File: src/rtl/cdb_wb_arbiter.sv
// Writeback arbiter: round-robin pick of one live functional-unit result per cycle, stale-epoch drop, registered CDB.
// Latency: accepted result appears on the CDB one cycle after its valid&&ready handshake, for exactly one cycle.
// Backpressure: none on the CDB; src_ready is combinational (stale/flush drain plus one live grant per cycle).
module cdb_wb_arbiter #(
  parameter int NUM_SRC = 3,
  parameter int ROB_W   = 5,
  parameter int PHYS_W  = 6,
  parameter int SRC_W   = $clog2(NUM_SRC)
) (
  input  logic                      clk,
  input  logic                      rst_n,
  input  logic [1:0]                cur_epoch,
  input  logic                      flush,
  input  logic [NUM_SRC-1:0]        src_valid,
  output logic [NUM_SRC-1:0]        src_ready,
  input  logic [NUM_SRC*32-1:0]     src_pc,
  input  logic [NUM_SRC-1:0]        src_uses_rd,
  input  logic [NUM_SRC*ROB_W-1:0]  src_rob_idx,
  input  logic [NUM_SRC*PHYS_W-1:0] src_prd_new,
  input  logic [NUM_SRC*2-1:0]      src_epoch,
  input  logic [NUM_SRC*32-1:0]     src_data,
  output logic                      cdb_valid,
  output logic [31:0]               cdb_pc,
  output logic                      cdb_uses_rd,
  output logic [ROB_W-1:0]          cdb_rob_idx,
  output logic [PHYS_W-1:0]         cdb_prd_new,
  output logic [31:0]               cdb_data,
  output logic                      prf_we
);

  logic [NUM_SRC-1:0] live;
  logic [NUM_SRC-1:0] stale;
  logic [NUM_SRC-1:0] grant_oh;
  logic               grant_any;
  logic [SRC_W-1:0]   grant_idx;
  logic [SRC_W:0]     cand;
  logic [SRC_W-1:0]   rr_ptr_q, rr_ptr_d;

  logic [31:0]        sel_pc;
  logic               sel_uses_rd;
  logic [ROB_W-1:0]   sel_rob_idx;
  logic [PHYS_W-1:0]  sel_prd_new;
  logic [31:0]        sel_data;

  logic               cdb_valid_q;
  logic [31:0]        cdb_pc_q;
  logic               cdb_uses_rd_q;
  logic [ROB_W-1:0]   cdb_rob_idx_q;
  logic [PHYS_W-1:0]  cdb_prd_new_q;
  logic [31:0]        cdb_data_q;

  // Split valid sources into live (current epoch, eligible for grant) and stale (drained unconditionally).
  // A flush makes nothing live so no grant can happen in that cycle.
  always_comb begin
    live  = '0;
    stale = '0;
    for (int i = 0; i < NUM_SRC; i++) begin
      if (src_valid[i]) begin
        if (src_epoch[2*i +: 2] == cur_epoch) begin
          live[i] = !flush;
        end else begin
          stale[i] = 1'b1;
        end
      end
    end
  end

  // Round-robin search over live sources starting at rr_ptr, wrapping modulo NUM_SRC.
  always_comb begin
    grant_any = 1'b0;
    grant_idx = '0;
    cand      = '0;
    for (int k = 0; k < NUM_SRC; k++) begin
      cand = {1'b0, rr_ptr_q} + (SRC_W+1)'(k);
      if (cand >= (SRC_W+1)'(NUM_SRC)) begin
        cand = cand - (SRC_W+1)'(NUM_SRC);
      end
      if (!grant_any && live[cand[SRC_W-1:0]]) begin
        grant_any = 1'b1;
        grant_idx = cand[SRC_W-1:0];
      end
    end
  end

  // Handshake: during flush every valid source drains; otherwise stale ones drain plus the single winner.
  // Depends only on local inputs and rr_ptr so it never forms a loop with upstream ready logic.
  always_comb begin
    grant_oh = '0;
    if (grant_any) begin
      grant_oh[grant_idx] = 1'b1;
    end
    src_ready = '0;
    if (rst_n) begin
      src_ready = flush ? src_valid : (stale | grant_oh);
    end
  end

  // Pointer advances past the winner; it holds when nothing is granted (including flush cycles).
  always_comb begin
    rr_ptr_d = rr_ptr_q;
    if (grant_any) begin
      rr_ptr_d = (grant_idx == SRC_W'(NUM_SRC-1)) ? '0 : grant_idx + SRC_W'(1);
    end
  end

  // Payload mux for the winning source; zero when there is no grant so an idle CDB carries no junk.
  always_comb begin
    sel_pc      = '0;
    sel_uses_rd = 1'b0;
    sel_rob_idx = '0;
    sel_prd_new = '0;
    sel_data    = '0;
    for (int i = 0; i < NUM_SRC; i++) begin
      if (grant_oh[i]) begin
        sel_pc      = src_pc[32*i +: 32];
        sel_uses_rd = src_uses_rd[i];
        sel_rob_idx = src_rob_idx[ROB_W*i +: ROB_W];
        sel_prd_new = src_prd_new[PHYS_W*i +: PHYS_W];
        sel_data    = src_data[32*i +: 32];
      end
    end
  end

  // CDB output register and round-robin pointer; reloaded every cycle, cleared asynchronously on reset.
  always_ff @(posedge clk or negedge rst_n) begin
    if (!rst_n) begin
      rr_ptr_q      <= '0;
      cdb_valid_q   <= 1'b0;
      cdb_pc_q      <= '0;
      cdb_uses_rd_q <= 1'b0;
      cdb_rob_idx_q <= '0;
      cdb_prd_new_q <= '0;
      cdb_data_q    <= '0;
    end else begin
      rr_ptr_q      <= rr_ptr_d;
      cdb_valid_q   <= grant_any;
      cdb_pc_q      <= sel_pc;
      cdb_uses_rd_q <= sel_uses_rd;
      cdb_rob_idx_q <= sel_rob_idx;
      cdb_prd_new_q <= sel_prd_new;
      cdb_data_q    <= sel_data;
    end
  end

  assign cdb_valid   = cdb_valid_q;
  assign cdb_pc      = cdb_pc_q;
  assign cdb_uses_rd = cdb_uses_rd_q;
  assign cdb_rob_idx = cdb_rob_idx_q;
  assign cdb_prd_new = cdb_prd_new_q;
  assign cdb_data    = cdb_data_q;
  // Results without a destination, or targeting p0, still complete in the ROB but never write the PRF.
  assign prf_we      = cdb_valid_q && cdb_uses_rd_q && (cdb_prd_new_q != '0);

endmodule

File: config.mk
export PLATFORM = sky130hd
export DESIGN_NAME = cdb_wb_arbiter
export DESIGN_NICKNAME = d
export VERILOG_FILES = /design/src/rtl/cdb_wb_arbiter.sv
export SDC_FILE = /design/constraint.sdc
export NUM_CORES = 1
export LEC_CHECK = 0
export ABC_AREA = 0
export ABC_CLOCK_PERIOD_IN_PS = 6950
export BUFFER_PORTS_ARGS = -buffer_cell sky130_fd_sc_hd__buf_2
export CORE_AREA = 5 5 124 126
export DETAILED_ROUTE_END_ITERATION = 16
export DIE_AREA = 0 0 129 131
export SETUP_SLACK_MARGIN = 0.3
export SKIP_CTS_REPAIR_TIMING = 1
export SLEW_MARGIN = 20
export SYNTH_ARGS = -nofsm -noshare
export SYNTH_HDL_FRONTEND = slang
export SYNTH_SLANG_ARGS = --single-unit
File: constraint.sdc
create_clock -name clk -period 6.95 [get_ports clk]
set_input_delay 0.695 -clock clk [delete_from_list [all_inputs] [get_ports clk]]
set_output_delay 0.695 -clock clk [all_outputs]
set_load 0.03 [all_outputs]
======== After elaboration in Yosys (flattened, before gate mapping) ========
Index checks and enable logic that the tools add are counted.
W data, S select, Z words.
operators by class
  add/sub/neg operators ................... 6
  magnitude comparators ................... 8
  equality and inequality tests ........... 4
  multiplexer cells ....................... 48
  bitwise logic cells ..................... 1
  reductions and logical operators ........ 9
operators by type and width
  operator               count
  $mux W32               6
  $mux W1                22
  $mux W6                3
  $mux W5                3
  $mux W2                7
  $lt A2 B3 Y1 const B   4
  $mux W3                3
  $bmux W1 S2            3
  $eq A2 B2 Y1           3
  $ge A3 B2 Y1 const B   2
  $reduce_bool A6 Y1     1
  $sub A2 B2 Y2 const B  3
  $logic_and A1 B1 Y1    5
  $add A2 B1 Y3 const B  1
  $add A2 B2 Y3 const B  1
  $logic_not A1 Y1       3
  $or A3 B3 Y3           1
  $add A2 B1 Y2 const B  1
  $demux W1 S2           1
  $eq A2 B2 Y1 const B   1
  $ge A2 B1 Y1 const B   1
  $ge A2 B2 Y1 const B   1
storage, ports and cells
  register bits after elaboration ......... 79
  bits of input ports ..................... 242
  output and inout port bits .............. 81
  logic and storage cells ................. 83

======== Logic depth before layout (Yosys ltp) ========
Gate-level depths: netlist of the first run.
  depth in word-level cells ............... 20
  mapped depth ............................ 10
  mapped depth without buffers ............ 8

======== Worst setup path after synthesis of the first run ========
OpenSTA, ideal clock, no wires.
  path type ............................... input-to-output
  start ................................... in cur_epoch[0]
  end ..................................... out src_ready[0]
  arrival ................................. 2.574 ns
  data required time ...................... 6.255 ns
  slack ................................... 3.681 ns
  stages .................................. 8
  path buffers ............................ 2
  path through ............................ xor2_1 > or3_4 > o211ai_2 > nand2_2 > mux2i_2 > buf_4 > buf_4 > o21ai_1
between the ends
  longest elaborated chain between the ends .. 20
  elaborated cells between the ends (all ways) .. 36
  those cells by class .................... order compare (2); eq/ne (3); mux (25); bitwise (1); reduce/logical (5)
RTL lines
  element                                                                    RTL line  RTL
  start, declared                                                            12        input logic [1:0] cur_epoch,
  $eq A2 B2 Y1                                                               59        if (src_epoch[2*i +: 2] == cur_epoch) begin
  $mux W1                                                                    59
  $mux W1                                                                    58        if (src_valid[i]) begin
  $bmux W1 S2                                                                78        if (!grant_any && live[cand[SRC_W-1:0]]) begin
  $mux W1 (not written as such)                                              78
  $mux W1                                                                    78
  $logic_not A1 Y1                                                           78
  $logic_and A1 B1 Y1                                                        78
  (+4 left out)                                                              --
  $lt A2 B3 Y1 (not written as such) / $ge A2 B1 Y1 (equally long branches)  90        grant_oh[grant_idx] = 1'b1;
  $logic_and A1 B1 Y1 (not written as such)                                  90
  $mux W1 (not written as such)                                              90
  $demux W1 S2                                                               90
  $mux W3                                                                    89        if (grant_any) begin
  $or A3 B3 Y3 (*)                                                           94        src_ready = flush ? src_valid : (stale | grant_oh);
  $mux W3 (*)                                                                94
  $mux W3 (*)                                                                93        if (rst_n) begin
  end, declared                                                              15        output logic [NUM_SRC-1:0] src_ready,
Every way passes the cells marked *; elsewhere a longest branch is shown, timed or not. The select of a mux whose other input is x is not followed.

======== Final worst setup path of the first run ========
  start ................................... reg rr_ptr_q[0]
  end ..................................... out src_ready[0]
between the ends
  longest elaborated chain between the ends .. 19
  elaborated cells between the ends (all ways) .. 36
  those cells by class .................... add/sub (5); order compare (5); mux (20); bitwise (1); reduce/logical (5)
RTL lines
  element                                                 RTL line  RTL
  start, declared                                         37        logic [SRC_W-1:0] rr_ptr_q, rr_ptr_d;
  start signal, assigned                                  135       rr_ptr_q <= rr_ptr_d;
  branches (longest 15 deep; another with $add A2 B1 Y3)  --
  $mux W3 (*)                                             89
  $or A3 B3 Y3 (*)                                        94
  $mux W3 (*)                                             94
  $mux W3 (*)                                             93
Mark *: on every way between the ends. The select of a mux whose other input is x is not followed.

==> summary.md, run 1 <==
| Metric | Value |
|---|---|
| Status | finished, final reports clean |
| Ant diodes | 0 |
| Input/output buffers | 322 |
| Final period utilization | 0.5488 |
| Startpoint Class | flop |
| Actual slew at the worst max-slew pin | 0.8905 ns |
| Synth cell types | 41 |
| # nets final | 1035 |
| Clock-pin slew of the registers on the worst-case setup and hold paths | 0.06 ns |
| #FFs+latches synth | 79 |
| Top cells by count, synth | nand2_1, inv_1, dfrtp_1 |
| Area contributors post-synth | dfrtp_1, o221ai_1, nand2_1, inv_1, buf_2 |
| Crit. Startpoint | rr_ptr_q[0]$_DFFE_PN0P_ |
| Deepest clock path buffer count | 2 |
| MaxCap Viol Count | 0 |
| Row Count | 44 |
| TNS Setup | 0 ns |
| Achievable frequency | 0.2622 GHz |
| First-pass GRT wire length | 23810 um |
| Synth Flop Type | dfrtp_1 |
| Share of layout cells above drive strength 1 | 0.4415 |
| GPL Wtd Cong | 0.8455 |
| Drt pass-1 iters | 4 |
| Slowest cell on the critical path | buf_4 |
| Syn_nets | 730 |
| Vias in the first global route | 4421 |
| Final wirelength | 16090 um |
| Synth warn | 0 |
| Max H-tree Level | 3 |
| Critical Path Max Stage Delay | 0.67 ns |
| EDFF count, synth | 0 |
| Gr usage total | 0.1810 |
| Count leader, synth | nand2_1 |
| DP HPWL | 12040 um |
| Tmin final | 3.814 ns |
| Overall power | 2.536 mW |
| Dominant cell type by area after synthesis | dfrtp_1 |
| Die area | 16900 sq um |
| Sequence of cells on the critical path | inv_1, ha_1, o21bai_1, a41oi_1, a21oi_1, or2_2, mux2i_4, buf_4, o21ai_1, buf_2 |
| Hold Path Class | input port to asynchronous set/reset pin |
| Final hold slack | 0.3591 ns |
| Worst Path Max Fanout | 77 |
| Sequential area share after synthesis | 0.4778 |
| Mapped Area | 4138 sq um |
| Final setup viols | 0 |
| GRT overflow | 0 |
| DR iter-0 viols | 232 |
| Post-synth ARST share | 1.000 |
| Root buf cell | clkbuf_16 |
| Pleak | 3.673 nW |
| Crit path required time | 6.25 ns |
| Pwr Density | 410.9 nW/um^2 |
| Headroom to the max-slew limit | 0.4063 |
| Synthesis-to-layout area growth | 49.17% |
| Width of the die | 129 um |
| Via count | 4631 |
| Clock skew | 0.003259 ns |
| CTS tree | done |
| Worst EP arrival | 3.12 ns |
| Die Span Y | 131 um |
| Fin. Hold Viols | 0 |
| Area share of the largest cell type after synthesis | 0.4778 |
| Design area | 6172 sq um |
| Pin count of the biggest net entering global routing | 79 |
| I/O pin count | 323 |
| Core box area | 14200 sq um |
| RSZ-0062 raised after global routing | false |
| Cells after Synth | 485 |
| Area of placed instances | 5873 sq um |
| Clock Latency Late Sink | 0.33 ns |
| Residual DRC count | 0 |
| Vias/cell | 4.730 |
| Critical R2R Launch | rr_ptr_q[0]$_DFFE_PN0P_ |
| Worst Setup End Kind | output pin |
| Routed Antenna Nets | 0 |
| Peak supply drop | 0.1837 mV |
| Wire length per cell | 16.44 um |
| Setup WS pre-CTS | 3.181 ns |
| Initial antenna violation count | 0 |
| Avg Cell Area, Syn | 8.531 sq um |
| Fin. max-slew vios | 0 |
| CTS buffer count | 9 |
| Total clock sinks | 79 |
| Initial core utilization | 0.2913 |
| CP Class | flop to output pin |
| Fin worst setup slack | 3.136 ns |
==> flip-flops by register name (all words and copies together), names as in the netlist <==
signal / count
cdb_data: 32
cdb_pc: 32
cdb_prd_new: 6
cdb_rob_idx: 5
cdb_uses_rd: 1
cdb_valid: 1
rr_ptr_q: 2
==> area by class of cell <==
class                      count  area, sq um
fill                        1466         8031
sequential                    79         1977
multi-input combinational    291         1707
timing repair buffer         327         1652
inverter                      82        307.8
clock buffer                  11        242.7
tap                          184        230.2
clock inverter                 5        56.30
==> critical path: cells and delay by family (launching register included) <==
kind,cells,cell delay (ns)
DFF,1,0.37
and+or+nand+nor,1,0.32
AOI/OAI and AO/OA,4,0.48
buffers and inverters,3,0.96
muxes,1,0.14
adders and majority gates,1,0.50
==> stage by stage <==
step / instances / util
3_5_place_dp: 963 / 0.4135
3_3_place_gp: 963 / 0.4135
6_report: 979 / 0.4345
5_1_grt: 979 / 0.4345
2_1_floorplan: 485 / -
4_1_cts: 979 / 0.4345
==> report_power, final <==
group	internal, mW	switching (mW)	leakage [nW]
combinational	0.395	0.931	2.48
clock	0.288	0.190	0.146
sequential	0.672	0.0591	1.04
==> layer usage <==
metal | vias to the layer above | part of all wire | GRT usage
met1 | 2160 | 0.38 | 0.2169
met4 | 0 | 0.029 | 0.08153
li1 | 2250 | - | -
met2 | 187 | 0.51 | 0.3152
met5 | - | 0 | 0
met3 | 34 | 0.074 | 0.03496
==> cell usage in the layout (no fill, tap or decap), types with 3 or more instances in the layout <==
| master | count |
|---|---|
| buf_2 | 321 |
| clkbuf_16 | 9 |
| xnor2_1 | 4 |
| o221ai_1 | 76 |
| nor2b_1 | 3 |
| inv_1 | 82 |
| nand3_1 | 5 |
| nor2_1 | 5 |
| o211ai_1 | 3 |
| dfrtp_1 | 79 |
| ha_1 | 3 |
| buf_4 | 6 |
| nand2_1 | 159 |
==> path summary, 6_finish.rpt <==
kind	to	slack, ns	cells past startpoint
min reg2reg	rr_ptr_q[0]$_DFFE_PN0P_	0.67	2
max reg2reg	cdb_prd_new[2]$_DFF_PN0_	3.98	9
max	src_ready[0]	3.14	10
min in group clk	cdb_data[10]$_DFF_PN0_	0.57	3
min	cdb_pc[11]$_DFF_PN0_	0.36	1
max in group asynchronous	cdb_rob_idx[2]$_DFF_PN0_	5.64	2
==> logic make-up after synthesis <==
family / Yosys count / share of synthesized area
AND/OR/NAND/NOR: 181 / 0.1742
buffers and inverters: 115 / 0.1119
AO/OA/AOI/OAI: 99 / 0.2083
flip-flops: 79 / 0.4778
XOR/XNOR: 6 / 0.01270
adder cells (fa/ha/maj): 3 / 0.009073
multiplexers: 2 / 0.006047
Power figures use the tool's default switching activity.
==> run 2, diff against run 1 <==
Settings changed: ABC_CLOCK_PERIOD_IN_PS 6950 to 3060, PLACE_DENSITY set to 0.65.
Clock period 6.95 ns to 3.06 ns, I/O delays scaled along.
==> run 2 against run 1 <==
Final area grew 3.7%; first-iteration DRC count grew 34%; power grew 140%; non-clock buffer count grew 13; sequential power grew 130%; clock-buffer cell count grew 2; worst setup slack lost 2.7 ns; largest power group unchanged.
==> summary.md, run 2 (synthesis gave the netlist of run 1 again) <==
| Metric | Value |
|---|---|
| Initial antenna violation count | 2 (+2) |
| Crit path required time | 2.75 ns (-3.50 ns) |
| Non-Filler Instances | 995 (+1.6%) |
| Width of the die | 129 um (unchanged) |
| DP HPWL | 12410 um (+3.1%) |
| Vias/cell | 4.783 (+1.1%) |
| Pin count of the biggest net entering global routing | 79 (unchanged) |
| Final hold slack | 0.1741 ns (-0.1850 ns) |
| GRT overflow | 0 (unchanged) |
| Die Span Y | 131 um (unchanged) |
| Layout Utilization | 0.4505 (+0.01594) |
| Residual DRC count | 0 (unchanged) |
| Setup WS pre-CTS | 0.4472 ns (-2.734 ns) |
| Worst Setup End Kind | output pin |
| Max H-tree Level | 3 (unchanged) |
| MaxCap Viol Count | 0 (unchanged) |
| Pwr Density | 935.2 nW/um^2 (+130%) |
| Fin worst setup slack | 0.4166 ns (-2.719 ns) |
| Headroom to the max-slew limit | 0.5146 (+0.1083) |
| Vias in the first global route | 4545 (+2.8%) |
| Clock-pin slew of the registers on the worst-case setup and hold paths | 0.06 ns (about the same) |
| Fin. max-slew vios | 0 (unchanged) |
| Achievable frequency | 0.3783 GHz |
| Fin. Hold Viols | 0 (unchanged) |
| Area of placed instances | 5958 sq um (+1.4%) |
| I/O pin count | 323 (unchanged) |
| Total clock sinks | 79 (unchanged) |
| Placed cell count | 966 (+0.31%) |
| Final period utilization | 0.8639 |
| Root buf cell | clkbuf_16 |
| Wire length per cell | 17.49 um (+6.4%) |
| Core box area | 14200 sq um (unchanged) |
| Design area | 6399 sq um (+3.7%) |
| Input/output buffers | 322 (unchanged) |
| Clock Latency Late Sink | 0.34 ns (about the same) |
| Most frequent cells in the layout | buf_2, nand2_1, inv_1 |
| CP Class | flop to output pin |
| DR iter-0 viols | 310 (+34%) |
| RSZ-0062 raised after global routing | false |
| Share of layout cells above drive strength 1 | 0.4517 (+0.01022) |
| Pleak | 3.758 nW (+2.3%) |
| Drt pass-1 iters | 4 (unchanged) |
| GPL Wtd Cong | 0.8475 (+0.24%) |
| First-pass GRT wire length | 23710 um (-0.41%) |
| Worst EP arrival | 2.34 ns (-0.78 ns) |
| CTS tree | done |
| Initial core utilization | 0.2913 (unchanged) |
| CTS buffer count | 9 (unchanged) |
| Row Count | 44 (unchanged) |
| Startpoint Class | flop |
| Die area | 16900 sq um (unchanged) |
| Status | finished, final reports clean |
| Hold Path Class | input port to flop |
| Actual slew at the worst max-slew pin | 0.7280 ns (-0.1625 ns) |
| Via count | 4759 (+2.8%) |
| TNS Setup | 0 ns (unchanged) |
| Tmin final | 2.643 ns |
| Final wirelength | 17400 um (+8.1%) |
| Final setup viols | 0 (unchanged) |
| Routed Antenna Nets | 0 (unchanged) |
| Gr usage total | 0.1809 (about the same) |
| Most common cell after layout, fill and taps aside | buf_2 |
| # nets final | 1048 (+1.3%) |
| Worst Path Max Fanout | 12 (-84%) |
| Clock skew | 0.007792 ns (+0.004533 ns) |
| Peak supply drop | 0.6067 mV (+230%) |
| Synthesis-to-layout area growth | 54.64% |
| Deepest clock path buffer count | 2 (unchanged) |
| Overall power | 5.984 mW (+140%) |
run 2: critical path, cell delays in order, from the launching register on:
cell and delay [ns]:
dfrtp_1 0.35, inv_1 0.09, ha_4 0.36, o21bai_1 0.08, a41oi_1 0.16, a21oi_1 0.08
or2_2 0.32, mux2i_4 0.26, o21ai_1 0.11, buf_2 0.18
run 2: path summary, 6_finish.rpt:
path	from	slack, ns	endpoint	cells after the start
setup / recovery	rr_ptr_q[0]$_DFFE_PN0P_	0.42	src_ready[0]	9
hold / removal	src_pc[89]	0.17	cdb_pc[25]$_DFF_PN0_	3
setup reg to reg	rr_ptr_q[0]$_DFFE_PN0P_	0.64	cdb_data[23]$_DFF_PN0_	10
hold reg to reg	rr_ptr_q[0]$_DFFE_PN0P_	0.79	rr_ptr_q[0]$_DFFE_PN0P_	3
max in group asynchronous	rst_n	1.49	cdb_data[21]$_DFF_PN0_	3
min in group asynchronous	rst_n	0.49	cdb_pc[25]$_DFF_PN0_	2
run 2: layer usage:
layer | track usage | part of all wire | vias up
li1 | - | - | 2286
met1 | 0.2182 | 0.39 | 2234
met5 | 0 | 0 | -
met2 | 0.3101 | 0.51 | 208
met3 | 0.03699 | 0.076 | 31
met4 | 0.08524 | 0.027 | 0
run 2: layout make-up:
| cell class | instances | area, sq um |
|---|---|---|
| fill | 1485 | 7805 |
| sequential | 79 | 1977 |
| tap | 184 | 230.2 |
| clock buffer | 13 | 250.2 |
| antenna | 3 | 7.507 |
| timing repair buffer | 340 | 1827 |
| clock inverter | 3 | 42.54 |
| multi-input combinational | 291 | 1757 |
| inverter | 82 | 307.8 |
run 2: where the power goes:
group / switching, mW / leakage, nW / internal [mW] / total (mW)
sequential: 0.153 / 1.04 / 1.53 / 1.68
combinational: 2.15 / 2.57 / 1.07 / 3.22
clock: 0.425 / 0.140 / 0.654 / 1.08
==> run 3, diff against run 2 <==
Settings changed: RECOVER_POWER set to 50.
==> run 3 against run 2 <==
Cell count unchanged; power fell by 2.1%; hold slack better by 0.0013 ns.
==> summary.md, run 3 (synthesis gave the netlist of run 1 again) <==
| Metric | Value |
|---|---|
| Pwr Density | 929.9 nW/um^2 (-0.57%) |
| Combinational power share | 0.526 (-0.013) |
| Int Pwr | 3.115 mW (-4.2%) |
| Worst Setup End Kind | output pin |
| Fin. max-slew vios | 0 (unchanged) |
| Drt pass-1 iters | 5 (+1) |
| Filler cells | 1517 (+2.2%) |
| Fin. Hold Viols | 0 (unchanged) |
| R2R Path End | cdb_pc[5]$_DFF_PN0_ |
| Core box area | 14200 sq um (unchanged) |
| Worst Path Max Fanout | 12 (unchanged) |
| Most frequent cells in the layout | buf_2, nand2_1, inv_1 |
| Row Count | 44 (unchanged) |
| Startpoint Class | flop |
| Switching part of the total power | 0.4682 (+0.01189) |
| Worst Reg-to-Reg Cells | 10 (unchanged) |
| Crit. Startpoint | rr_ptr_q[0]$_DFFE_PN0P_ |
| Setup WS pre-CTS | 0.4472 ns (unchanged) |
| Most common cell after layout, fill and taps aside | buf_2 |
| Initial antenna violation count | 2 (unchanged) |
| Hold Path Class | input port to flop |
| CP Class | flop to output pin |
| FF+latch area | 1977 sq um (unchanged) |
| Max H-tree Level | 3 (unchanged) |
| Peak supply drop | 0.6061 mV (about the same) |
| Sequence of cells on the critical path | inv_1, ha_4, o21bai_1, a41oi_1, a21oi_1, or2_2, mux2i_4, o21ai_1, buf_2 |
| Crit path required time | 2.75 ns (about the same) |
| Clock share of power | 0.183 (+0.003) |
| First-pass GRT wire length | 23710 um (unchanged) |
| Deepest clock path buffer count | 2 (unchanged) |
| Pleak | 3.461 nW (-7.9%) |
| Achievable frequency | 0.3783 GHz (about the same) |
| GPL Wtd Cong | 0.8475 (unchanged) |
| I/O pin count | 323 (unchanged) |
| Wire length per cell | 17.43 um (-0.33%) |
| Footprint of the multi-input gates | 1757 sq um (unchanged) |
| Via count | 4768 (+0.19%) |
| Final setup viols | 0 (unchanged) |
| Initial core utilization | 0.2913 (unchanged) |
| R2R Setup Slk | 0.64 ns (about the same) |
| Hold Path Stages | 3 (unchanged) |
| Fin worst setup slack | 0.4163 ns (-0.0002050 ns) |
| RSZ-0062 raised after global routing | false |
| Input/output buffers | 322 (unchanged) |
| Placed cell count | 966 (unchanged) |
| Vias/cell | 4.792 (+0.19%) |
| Switching pwr | 2.743 mW (+0.45%) |
| Routed Antenna Nets | 0 (unchanged) |
| Die Span Y | 131 um (unchanged) |
| Gr usage total | 0.1809 (unchanged) |
| Share of layout cells above drive strength 1 | 0.3564 (-0.09530) |
| Width of the die | 129 um (unchanged) |
| Worst Path Buf+Inv | 2 (unchanged) |
| Beginning of the worst hold path | src_pc[84] |
| Residual DRC count | 0 (unchanged) |
| Vias in the first global route | 4545 (unchanged) |
| Clock Latency Late Sink | 0.34 ns (about the same) |
| CTS tree | done |
| Pin count of the biggest net entering global routing | 79 (unchanged) |
| Non-Filler Instances | 995 (unchanged) |
| Critical R2R Launch | rr_ptr_q[0]$_DFFE_PN0P_ |
| Die area | 16900 sq um (unchanged) |
| Total clock sinks | 79 (unchanged) |
| Status | finished, final reports clean |
| Root buf cell | clkbuf_16 |
| Reg power frac | 0.290 (+0.009) |
| Delay-heaviest family, CP | compound AO/OA/AOI/OAI gates |
| Slowest cell on the critical path | ha_4 |
| Actual slew at the worst max-slew pin | 1.398 ns (+0.6699 ns) |
| Clock skew | 0.007175 ns (-0.0006175 ns) |
| DP HPWL | 12410 um (unchanged) |
| Hold Path Sink | cdb_pc[20]$_DFF_PN0_ |
| Clock-pin slew of the registers on the worst-case setup and hold paths | 0.06 ns (about the same) |
| Critical Path Max Stage Delay | 0.36 ns (about the same) |
| Tmin final | 2.644 ns (+0.0002050 ns) |
| TNS Setup | 0 ns (unchanged) |
| MaxCap Viol Count | 0 (unchanged) |
| Layout Utilization | 0.4435 (-0.006959) |
| Final wirelength | 17340 um (-0.33%) |
| Overall power | 5.858 mW (-2.1%) |
| Synthesis-to-layout area growth | 52.25% |
| CTS buffer count | 9 (unchanged) |
| Worst EP arrival | 2.34 ns (about the same) |
| # nets final | 1048 (unchanged) |
| Final period utilization | 0.8639 (about the same) |
| DR iter-0 viols | 354 (+14%) |
| Headroom to the max-slew limit | 0.06803 (-0.4466) |
| GRT overflow | 0 (unchanged) |
-- run 3: cell count changes in the layout (fill, tap and decap cells not counted) --
cell	change
clkbuf_1	+77
clkbuf_2	+1
buf_2	-77
buf_4	-1
-- run 3: final cells by class --
cell class                 count  area share
sequential                    79      0.3138
antenna                        3    0.001192
multi-input combinational    291      0.2788
inverter                      82     0.04886
clock buffer                  13     0.03972
tap                          184     0.03654
clock inverter                 3    0.006753
timing repair buffer         340      0.2743
-- run 3: how the worst max path moves through the flow --
stage	cells past startpoint	slack [ns]	endpoint
floorplan	9	0.36	src_ready[0]
detailed placement	7	0.45	src_ready[2]
global route	7	0.26	src_ready[2]
global placement	7	0.54	src_ready[2]
CTS	7	0.07	src_ready[2]
finish	9	0.42	src_ready[0]
-- run 3: worst min-delay path: cells and delay by family --
kind	cells	cell delay (ns)
and+or+nand+nor	1	0.04
buffers and inverters	1	0.07
AOI/OAI and AO/OA	1	0.06
-- run 3: metrics by stage --
step / area (sq um) / hold WS [ns]
after detailed placement: 5958 / 0.2825
after CTS: 6251 / -0.09036
after global routing: 6297 / 0.1682
after floorplan: 4138 / 0.01041
after global placement: 5958 / 0.2795
final: 6300 / 0.1755
-- run 3: power groups by stage --
stage,clock (mW),combinational (mW),sequential (mW)
6_report,1.07,3.08,1.70
5_1_grt,1.16,3.32,1.75
4_1_cts,1.11,3.11,1.69
3_5_place_dp,0,3.11,1.70
3_3_place_gp,0,3.09,1.69
2_1_floorplan,0,1.05,2.68
-- run 3: routing by layer --
metal | global-route usage | share of wire
met2 | 0.3101 | 0.51
met3 | 0.03699 | 0.072
met1 | 0.2182 | 0.39
met5 | 0 | 0
met4 | 0.08524 | 0.026
